### src/rtl/medidor_periodo_us.sv
`default_nettype none
// ============================================================================
// medidor_periodo_us: measures the period of senal_in in whole microseconds,
// publishing each completed period on a one-cycle strobe.      Revision: 1.0
// ============================================================================
module medidor_periodo_us #(
  parameter int CLK_POR_US = 25,
  parameter int ANCHO      = 16
) (
  input  logic             clock_FPGA,
  input  logic             reset_FPGA_n,
  input  logic             senal_in,
  input  logic             habilitar,
  output logic [ANCHO-1:0] periodo_us,
  output logic             dato_valido,
  output logic             desborde,
  output logic             sin_senal
);

  localparam int              PW          = $clog2(CLK_POR_US);
  localparam logic [PW-1:0]   c_presc_fin = PW'(CLK_POR_US - 1);
  localparam logic [ANCHO-1:0] c_max      = '1;

  localparam logic [1:0] c_espera_bajo = 2'd0;
  localparam logic [1:0] c_armado      = 2'd1;
  localparam logic [1:0] c_midiendo    = 2'd2;

  logic             s1_q, s2_q, s3_q;
  logic [1:0]       sinc_lleno_q;
  logic [1:0]       estado_q, estado_d;
  logic [PW-1:0]    presc_q, presc_d;
  logic [ANCHO-1:0] cont_q, cont_d;
  logic             sat_q, sat_d;
  logic [ANCHO-1:0] periodo_q, periodo_d;
  logic             valido_q, valido_d;
  logic             desborde_q, desborde_d;
  logic             sin_senal_q, sin_senal_d;

  logic             flanco;
  logic             tick_us;
  logic [ANCHO:0]   suma;
  logic             suma_llena;
  logic             en_medida;
  logic             publicar;
  logic             reiniciar;

  // sinc_lleno_q marks when s2_q holds a real sample rather than its reset
  // value, so a wave high at reset release is not mistaken for a low level.
  always_ff @(posedge clock_FPGA or negedge reset_FPGA_n) begin
    if (!reset_FPGA_n) begin
      s1_q         <= 1'b0;
      s2_q         <= 1'b0;
      s3_q         <= 1'b0;
      sinc_lleno_q <= 2'b00;
    end else begin
      s1_q         <= senal_in;
      s2_q         <= s1_q;
      s3_q         <= s2_q;
      sinc_lleno_q <= {sinc_lleno_q[0], 1'b1};
    end
  end

  assign flanco     = s2_q & ~s3_q;
  assign tick_us    = (presc_q == c_presc_fin);
  assign suma       = {1'b0, cont_q} + {{ANCHO{1'b0}}, tick_us};
  assign suma_llena = (suma >= {1'b0, c_max});

  always_ff @(posedge clock_FPGA or negedge reset_FPGA_n) begin
    if (!reset_FPGA_n) begin
      estado_q <= c_espera_bajo;
    end else begin
      estado_q <= estado_d;
    end
  end

  always_comb begin
    estado_d = estado_q;
    if (!habilitar) begin
      estado_d = c_espera_bajo;
    end else begin
      case (estado_q)
        c_espera_bajo: if (sinc_lleno_q[1] && !s2_q) estado_d = c_armado;
        c_armado:      if (flanco) estado_d = c_midiendo;
        c_midiendo:    estado_d = c_midiendo;
        default:       estado_d = c_espera_bajo;
      endcase
    end
  end

  always_comb begin
    en_medida = 1'b0;
    case (estado_q)
      c_midiendo: en_medida = 1'b1;
      default:    en_medida = 1'b0;
    endcase
    publicar  = habilitar & en_medida & flanco;
    reiniciar = ~habilitar | ~en_medida | flanco;
  end

  // Outside MIDIENDO the counters are parked at zero; an edge restarts them.
  always_comb begin
    presc_d = presc_q;
    cont_d  = cont_q;
    sat_d   = sat_q;
    if (reiniciar) begin
      presc_d = '0;
      cont_d  = '0;
      sat_d   = 1'b0;
    end else if (tick_us) begin
      presc_d = '0;
      if (cont_q == c_max) begin
        sat_d = 1'b1;
      end else begin
        cont_d = cont_q + 1'b1;
        if (cont_q == c_max - 1'b1) sat_d = 1'b1;
      end
    end else begin
      presc_d = presc_q + 1'b1;
    end
  end

  // A tick coinciding with the edge belongs to the period just closed.
  always_comb begin
    periodo_d  = periodo_q;
    desborde_d = desborde_q;
    valido_d   = 1'b0;
    if (publicar) begin
      valido_d   = 1'b1;
      periodo_d  = (sat_q || suma_llena) ? c_max : suma[ANCHO-1:0];
      desborde_d = sat_q | (tick_us & suma_llena);
    end
    sin_senal_d = (estado_d != c_midiendo) || (cont_d == c_max);
  end

  always_ff @(posedge clock_FPGA or negedge reset_FPGA_n) begin
    if (!reset_FPGA_n) begin
      presc_q     <= '0;
      cont_q      <= '0;
      sat_q       <= 1'b0;
      periodo_q   <= '0;
      valido_q    <= 1'b0;
      desborde_q  <= 1'b0;
      sin_senal_q <= 1'b1;
    end else begin
      presc_q     <= presc_d;
      cont_q      <= cont_d;
      sat_q       <= sat_d;
      periodo_q   <= periodo_d;
      valido_q    <= valido_d;
      desborde_q  <= desborde_d;
      sin_senal_q <= sin_senal_d;
    end
  end

  assign periodo_us  = periodo_q;
  assign dato_valido = valido_q;
  assign desborde    = desborde_q;
  assign sin_senal   = sin_senal_q;

endmodule
`default_nettype wire

### config.mk
export PLATFORM = sky130hd
export DESIGN_NAME = medidor_periodo_us
export DESIGN_NICKNAME = d
export VERILOG_FILES = /design/src/rtl/medidor_periodo_us.sv
export SDC_FILE = /design/constraint.sdc
export NUM_CORES = 1
export LEC_CHECK = 0
export ABC_AREA = 0
export ABC_CLOCK_PERIOD_IN_PS = 6100
export CORE_UTILIZATION = 60
export CTS_BUF_LIST = sky130_fd_sc_hd__clkbuf_2 sky130_fd_sc_hd__clkbuf_4 sky130_fd_sc_hd__clkbuf_8
export DETAILED_ROUTE_END_ITERATION = 16
export PLACE_DENSITY = 0.83
export REMOVE_ABC_BUFFERS = 1
export SLEW_MARGIN = 20
export SYNTH_ARGS = -nofsm -noshare
export SYNTH_HDL_FRONTEND = slang
export SYNTH_SLANG_ARGS = --single-unit
### constraint.sdc
create_clock -name clock_FPGA -period 6.1 [get_ports clock_FPGA]
set_input_delay 0.915 -clock clock_FPGA [delete_from_list [all_inputs] [get_ports clock_FPGA]]
set_output_delay 0.915 -clock clock_FPGA [all_outputs]
set_load 0.01 [all_outputs]
==> results of run 1 <==
layout make-up:
| class | count | share of cell area |
|---|---|---|
| well taps | 50 | 0.0222 |
| flip-flops and latches | 48 | 0.426 |
| clock buffers | 6 | 0.0293 |
| clock inverters | 2 | 0.00532 |
| inverters | 5 | 0.00665 |
| multi-input cells | 189 | 0.430 |
| repair buffers | 23 | 0.0799 |
metal layers:
| metal | vias to the layer above | routed length (µm) | share of wire |
|---|---|---|---|
| met5 | - | 0 | 0 |
| met4 | 0 | 73 | 0.014 |
| met3 | 6 | 255 | 0.050 |
| met2 | 64 | 2340 | 0.46 |
| met1 | 909 | 2430 | 0.48 |
| li1 | 919 | - | - |
registers in the layout, summed over array words and instances, names as in the netlist:
name	flops
s3_q	1
desborde	1
presc_q	5
sinc_lleno_q	2
sin_senal	1
periodo_us	16
estado_q	2
sat_q	1
dato_valido	1
s2_q	1
cont_q	16
s1_q	1
path summary, 6_finish.rpt:
| kind | from | endpoint | slack (ns) | cells past startpoint |
|---|---|---|---|---|
| setup / recovery | habilitar | sin_senal | 2.93 | 6 |
| hold / removal | sinc_lleno_q[0] | sinc_lleno_q[1] | 0.36 | 0 |
| setup reg to reg | cont_q[1] | sin_senal | 2.94 | 7 |
| hold reg to reg | sinc_lleno_q[0] | sinc_lleno_q[1] | 0.36 | 0 |
| max in group asynchronous | reset_FPGA_n | periodo_us[1] | 5.09 | 1 |
| min in group asynchronous | reset_FPGA_n | presc_q[4] | 0.61 | 1 |
layout by cell type, fill, tap and decap left out, drive strengths merged, types with 8 or more instances in the layout:
cell / instances
nand2: 17
dfrtp: 47
nor2: 45
nand4: 12
clkdlybuf4s50: 21
a21oi: 15
xnor2: 18
xor2: 9
nor3: 8
nand3: 9
worst max-delay path: stages:
cell             delay [ns]
clkdlybuf4s50_1        0.49
and3b_1                0.22
nand2_1                0.32
o41ai_1                0.53
or4b_2                 0.62
o31ai_1                0.28
cells by family (layout without fill, tap and decap cells):
| group | Yosys count | in the layout | synth area share |
|---|---|---|---|
| AO/OA/AOI/OAI | 34 | 34 | 0.0889 |
| XOR/XNOR | 27 | 27 | 0.0944 |
| adder cells (fa/ha/maj) | 6 | 6 | 0.0300 |
| buffers and inverters | 19 | 36 | 0.0359 |
| flip-flops | 48 | 48 | 0.480 |
| multiplexers | 1 | 1 | 0.00399 |
| other | 1 | 1 | 0.00150 |
| AND/OR/NAND/NOR | 120 | 120 | 0.266 |
metrics by stage:
step | cells | power (µW) | cell area [µm²] | worst slack, ns
after floorplan | 242 | 388 | 2430 | 3.44
after CTS | 323 | 635 | 2820 | 2.98
final | 323 | 628 | 2820 | 2.93
after detailed placement | 315 | 439 | 2720 | 2.63
after global routing | 323 | 659 | 2820 | 2.75
after global placement | 315 | 435 | 2720 | 2.77
power by group through the flow:
stage | Clock (µW) | Sequential, µW | Combinational [µW]
2_1_floorplan | 0 | 366 | 21.1
4_1_cts | 202 | 351 | 81.7
3_3_place_gp | 0 | 356 | 79.1
6_report | 196 | 351 | 80.8
3_5_place_dp | 0 | 358 | 81.6
5_1_grt | 215 | 354 | 89.9
==> run_results.csv, run 1 <==
group,metric,value,unit
setup_path,endpoint_kind,"flip-flop",
yosys,yosysTopAreaCellShare,0.469,
timing,worst_hold_slack,0.356,ns
timing,setup_tns,0,ns
clock_tree,root_buffer,"clkbuf_8",
placed_design,hpwl,3.66,mm
cells_and_area,drive_gt1_frac,0.0769,
setup_path,critPathLaunchType,"input port",
clock_tree,clockBufferDepth,2,
routing,viasPerCell,5.88,
floorplan,die_h,66.6,µm
routing,drt_wl_total,5.10,mm
routing,drc,0,
power_and_ir_drop,p_switching,149,µW
routing,dr.first_iter.drc_count,143,
clock_tree,cts_buffers,5,
routing,ant_nets,0,
yosys,ys_types,50,
timing,fin_crit_sh,0.520,
floorplan,core_area,0.00400,mm²
setup_path,arrival,3.38,ns
power_and_ir_drop,irDropWorstVdd,0.000140,V
power_and_ir_drop,powerDensity,223,mW/mm²
routing,routed-via-count,1898,
floorplan,die_w,66.6,µm
cells_and_area,nets,282,
yosys,avgSynthCellArea,9.79,µm²
min_path,min_path_type,"reg -> reg",
cells_and_area,multi_input_area,0.00121,mm²
yosys,ys_seq_area_frac,0.480,
cells_and_area,area_delta_synth_final,12.5,%
power_and_ir_drop,power_frac_comb,0.129,
power_and_ir_drop,power_frac_seq,0.559,
clock_tree,insertion_delay,0.30,ns
timing,slew_violations,0,
yosys,synth_top_area_cell,"dfrtp_1",
global_route,antenna_found_initial,0,
setup_path,required,6.31,ns
floorplan,start_util,0.627,
global_route,track_usage,0.254,
clock_tree,path_clk_slew,0.09,ns
placed_design,io_buffers,22,
routing,wl_per_cell,15.8,µm
timing,tightest_slew,0.982,ns
setup_path,crit_type,"in -> reg",
clock_tree,cts_tree,"built",
global_route,grt_overflow,0,
timing,finalHoldViolCount,0,
cells_and_area,final_util,0.705,
run,cap_violations,0,
timing,relSlewSlack,0.340,
clock_tree,post_cts_buffers,0,
power_and_ir_drop,leakage,0.00111,µW
yosys,synth_cells,256,
clock_tree,ctsHoldBuffers,0,
yosys,ys_top_cells_by_area,"dfrtp_1 47%, nor2_1 6.7%, xnor2_1 6.3%",
cells_and_area,antennaDiodeCount,0,
floorplan,dieArea,0.00444,mm²
global_route,met2_usage,0.369,
clock_tree,cts-resized-gates,0,
floorplan,rows,23,
power_and_ir_drop,clkPwrFrac,0.312,
yosys,synthArstFlopShare,1.00,
yosys,ys_warn_count,0,
status,status,"completed",
global_route,use_met3,0.0668,
yosys,synthesis.area,0.00251,mm²
clock_tree,cts.sinks,48,
setup_path,cp_max_fo,16,
global_route,top_usage_layer,"met2",
global_route,grt_pass1_wl,8.19,mm
clock_tree,cts-htree-levels,2,
timing,fin_crit,3.17,ns
yosys,ys_ff_latch,48,
global_route,grtUsageMet1,0.357,
power_and_ir_drop,p_int,478,µW
yosys,synth.most_common_cell,"dfrtp_1",
timing,rsz0062_at_grt,"false",
floorplan,io_pins,23,
cells_and_area,regArea,0.00120,mm²
yosys,synth_edf_count,0,
global_route,grt_pass1_vias,1729,
routing,drt_first_pass_iters,5,
power_and_ir_drop,sw_frac_of_total,0.238,
placed_design,place.gp.congestion,0.893,
timing,fin_skew,0.00845,ns
global_route,grt_max_degree,49,
yosys,synth_common_cells,"47 x dfrtp_1, 45 x nor2_1, 18 x xnor2_1",
yosys,synth_ff_type,"dfrtp_1",
timing,finalSetupViolations,0,
cells_and_area,nFillCells,329,
timing,fmaxAchievable,315,MHz
No activity file was read; power rests on OpenSTA's default activity.
==> run 2: changes to the inputs <==
--- a/config.mk
+++ b/config.mk
@@ -6,11 +6,11 @@
 export NUM_CORES = 1
 export LEC_CHECK = 0
 export ABC_AREA = 0
-export ABC_CLOCK_PERIOD_IN_PS = 6100
-export CORE_UTILIZATION = 60
+export ABC_CLOCK_PERIOD_IN_PS = 2580
+export CORE_UTILIZATION = 54
 export CTS_BUF_LIST = sky130_fd_sc_hd__clkbuf_2 sky130_fd_sc_hd__clkbuf_4 sky130_fd_sc_hd__clkbuf_8
 export DETAILED_ROUTE_END_ITERATION = 16
-export PLACE_DENSITY = 0.83
+export PLACE_DENSITY = 0.79
 export REMOVE_ABC_BUFFERS = 1
 export SLEW_MARGIN = 20
 export SYNTH_ARGS = -nofsm -noshare
==> constraint.sdc (replaced) <==
create_clock -name clock_FPGA -period 2.58 [get_ports clock_FPGA]
set_input_delay 0.387 -clock clock_FPGA [delete_from_list [all_inputs] [get_ports clock_FPGA]]
set_output_delay 0.387 -clock clock_FPGA [all_outputs]
set_load 0.01 [all_outputs]
==> run_results.csv, run 2 (synthesis gave the netlist of run 1 again) <==
group,metric,value,unit
placed_design,hpwl,4.25,mm
floorplan,core_area,0.00441,mm²
routing,drt_first_pass_iters,4,
cells_and_area,fin_cells,352,
clock_tree,ctsHoldBuffers,0,
placed_design,dp.cells,344,
global_route,track_usage,0.247,
timing,finalHoldViolCount,0,
routing,drt_wl_total,5.64,mm
placed_design,place.gp.congestion,1.04,
min_path,min_path_type,"in -> async",
timing,finalSetupViolations,0,
routing,ant_nets,0,
timing,fin_skew,0.00926,ns
placed_design,io_buffers,22,
run,cap_violations,0,
floorplan,die_w,70.1,µm
clock_tree,root_buffer,"clkbuf_8",
global_route,grt_max_degree,28,
setup_path,critPathLaunchType,"flip-flop",
floorplan,die_h,70.1,µm
setup_path,worstReg2RegEnd,"sin_senal",
clock_tree,insertion_delay,0.31,ns
placed_design,pre_cts_ws,0.0235,ns
floorplan,start_util,0.568,
setup_path,arrival,2.68,ns
timing,setup_ws,0.116,ns
timing,setup_tns,0,ns
cells_and_area,area_delta_synth_final,22.0,%
clock_tree,cts-resized-gates,0,
routing,viasPerCell,5.82,
routing,drc,0,
global_route,grt_pass1_vias,1906,
cells_and_area,antennaDiodeCount,0,
power_and_ir_drop,powerDensity,490,mW/mm²
floorplan,dieArea,0.00492,mm²
setup_path,max_stage_delay,0.65,ns
setup_path,endpoint_kind,"flip-flop",
clock_tree,clockBufferDepth,2,
cells_and_area,final_common_cell,"dfrtp_1",
power_and_ir_drop,leakage,0.00126,µW
global_route,antenna_found_initial,0,
clock_tree,post_cts_buffers,0,
timing,fin_crit_sh,0.955,
routing,wl_per_cell,16.0,µm
routing,dr.first_iter.drc_count,219,
timing,rsz0062_at_grt,"true",
global_route,grt_pass1_wl,9.38,mm
setup_path,rr_startpoint,"cont_q[14]",
floorplan,rows,24,
cells_and_area,layout_common_cells,"47 x dfrtp_1, 45 x nor2_1, 28 x buf_4, 21 x clkdlybuf4s50_1, 18 x xnor2_1",
clock_tree,path_clk_slew,0.09,ns
clock_tree,cts.sinks,48,
timing,slew_violations,0,
timing,tightest_slew,0.510,ns
setup_path,crit_type,"reg -> reg",
clock_tree,cts_tree,"built",
clock_tree,cts-htree-levels,2,
timing,relSlewSlack,0.658,
timing,fin_crit,2.46,ns
setup_path,required,2.80,ns
cells_and_area,nFillCells,345,
cells_and_area,drive_gt1_frac,0.187,
routing,routed-via-count,2048,
clock_tree,cts_buffers,5,
status,status,"completed",
global_route,grt_overflow,0,
timing,fmaxAchievable,406,MHz
setup_path,slowest_stage,"or4b_2",
setup_path,reg2reg_slack,0.12,ns
setup_path,cp_top_family,"simple AND/OR/NAND/NOR gates",
cells_and_area,nets,309,
setup_path,cp_max_fo,4,
setup_path,ff2ff_path_depth,7,
floorplan,io_pins,23,
setup_path,crit_path_cell_trace,"nand4_2, nor4_2, buf_4, nor2_1, mux2i_1, or4b_2, o31ai_1",
power_and_ir_drop,irDropWorstVdd,0.000270,V
setup_path,critPathBufInv,1,
-- run 2: stage by stage --
stage	utilization	total power, µW	area [µm²]	hold WS [ns]
final	0.692	1500	3060	0.0115
after global routing	0.692	1560	3060	0.0521
after CTS	0.685	1510	3020	0.0253
after detailed placement	0.663	1040	2930	0.345
after global placement	0.663	1030	2930	0.341
after floorplan	-	916	2430	0.0914
-- run 2: cell type report --
| type | instances | area, µm² | share of cell area |
|---|---|---|---|
| tap | 52 | 65.1 | 0.0213 |
| timing repair buffer | 50 | 425 | 0.139 |
| multi-input combinational | 189 | 1250 | 0.409 |
| inverter | 5 | 18.8 | 0.00614 |
| clock inverter | 2 | 13.8 | 0.00450 |
| clock buffer | 6 | 82.6 | 0.0270 |
| sequential | 48 | 1200 | 0.393 |
-- run 2: how the worst max path moves through the flow --
stage	start	to	slack, ns	cells after the start
global placement	habilitar	sin_senal	0.09	6
floorplan	cont_q[12]	sin_senal	-0.06	6
CTS	presc_q[1]	desborde	0.07	10
finish	cont_q[14]	sin_senal	0.12	7
global route	presc_q[1]	sin_senal	-0.007	9
detailed placement	habilitar	sin_senal	0.02	6
-- run 2: report_power, final --
group | leakage (µW) | total [µW] | switching, µW | internal [µW]
logic | 0.000564 | 192 | 80.1 | 112
clock network | 0.0000516 | 476 | 257 | 219
registers | 0.000645 | 828 | 25.1 | 803
total | 0.00126 | 1500 | 362 | 1130
-- run 2: per-layer routing --
layer	track usage	vias up	routed length, µm
met5	0	-	0
met4	0.0800	0	76
met3	0.0592	11	400
met2	0.377	88	2640
met1	0.349	965	2530
li1	-	984	-
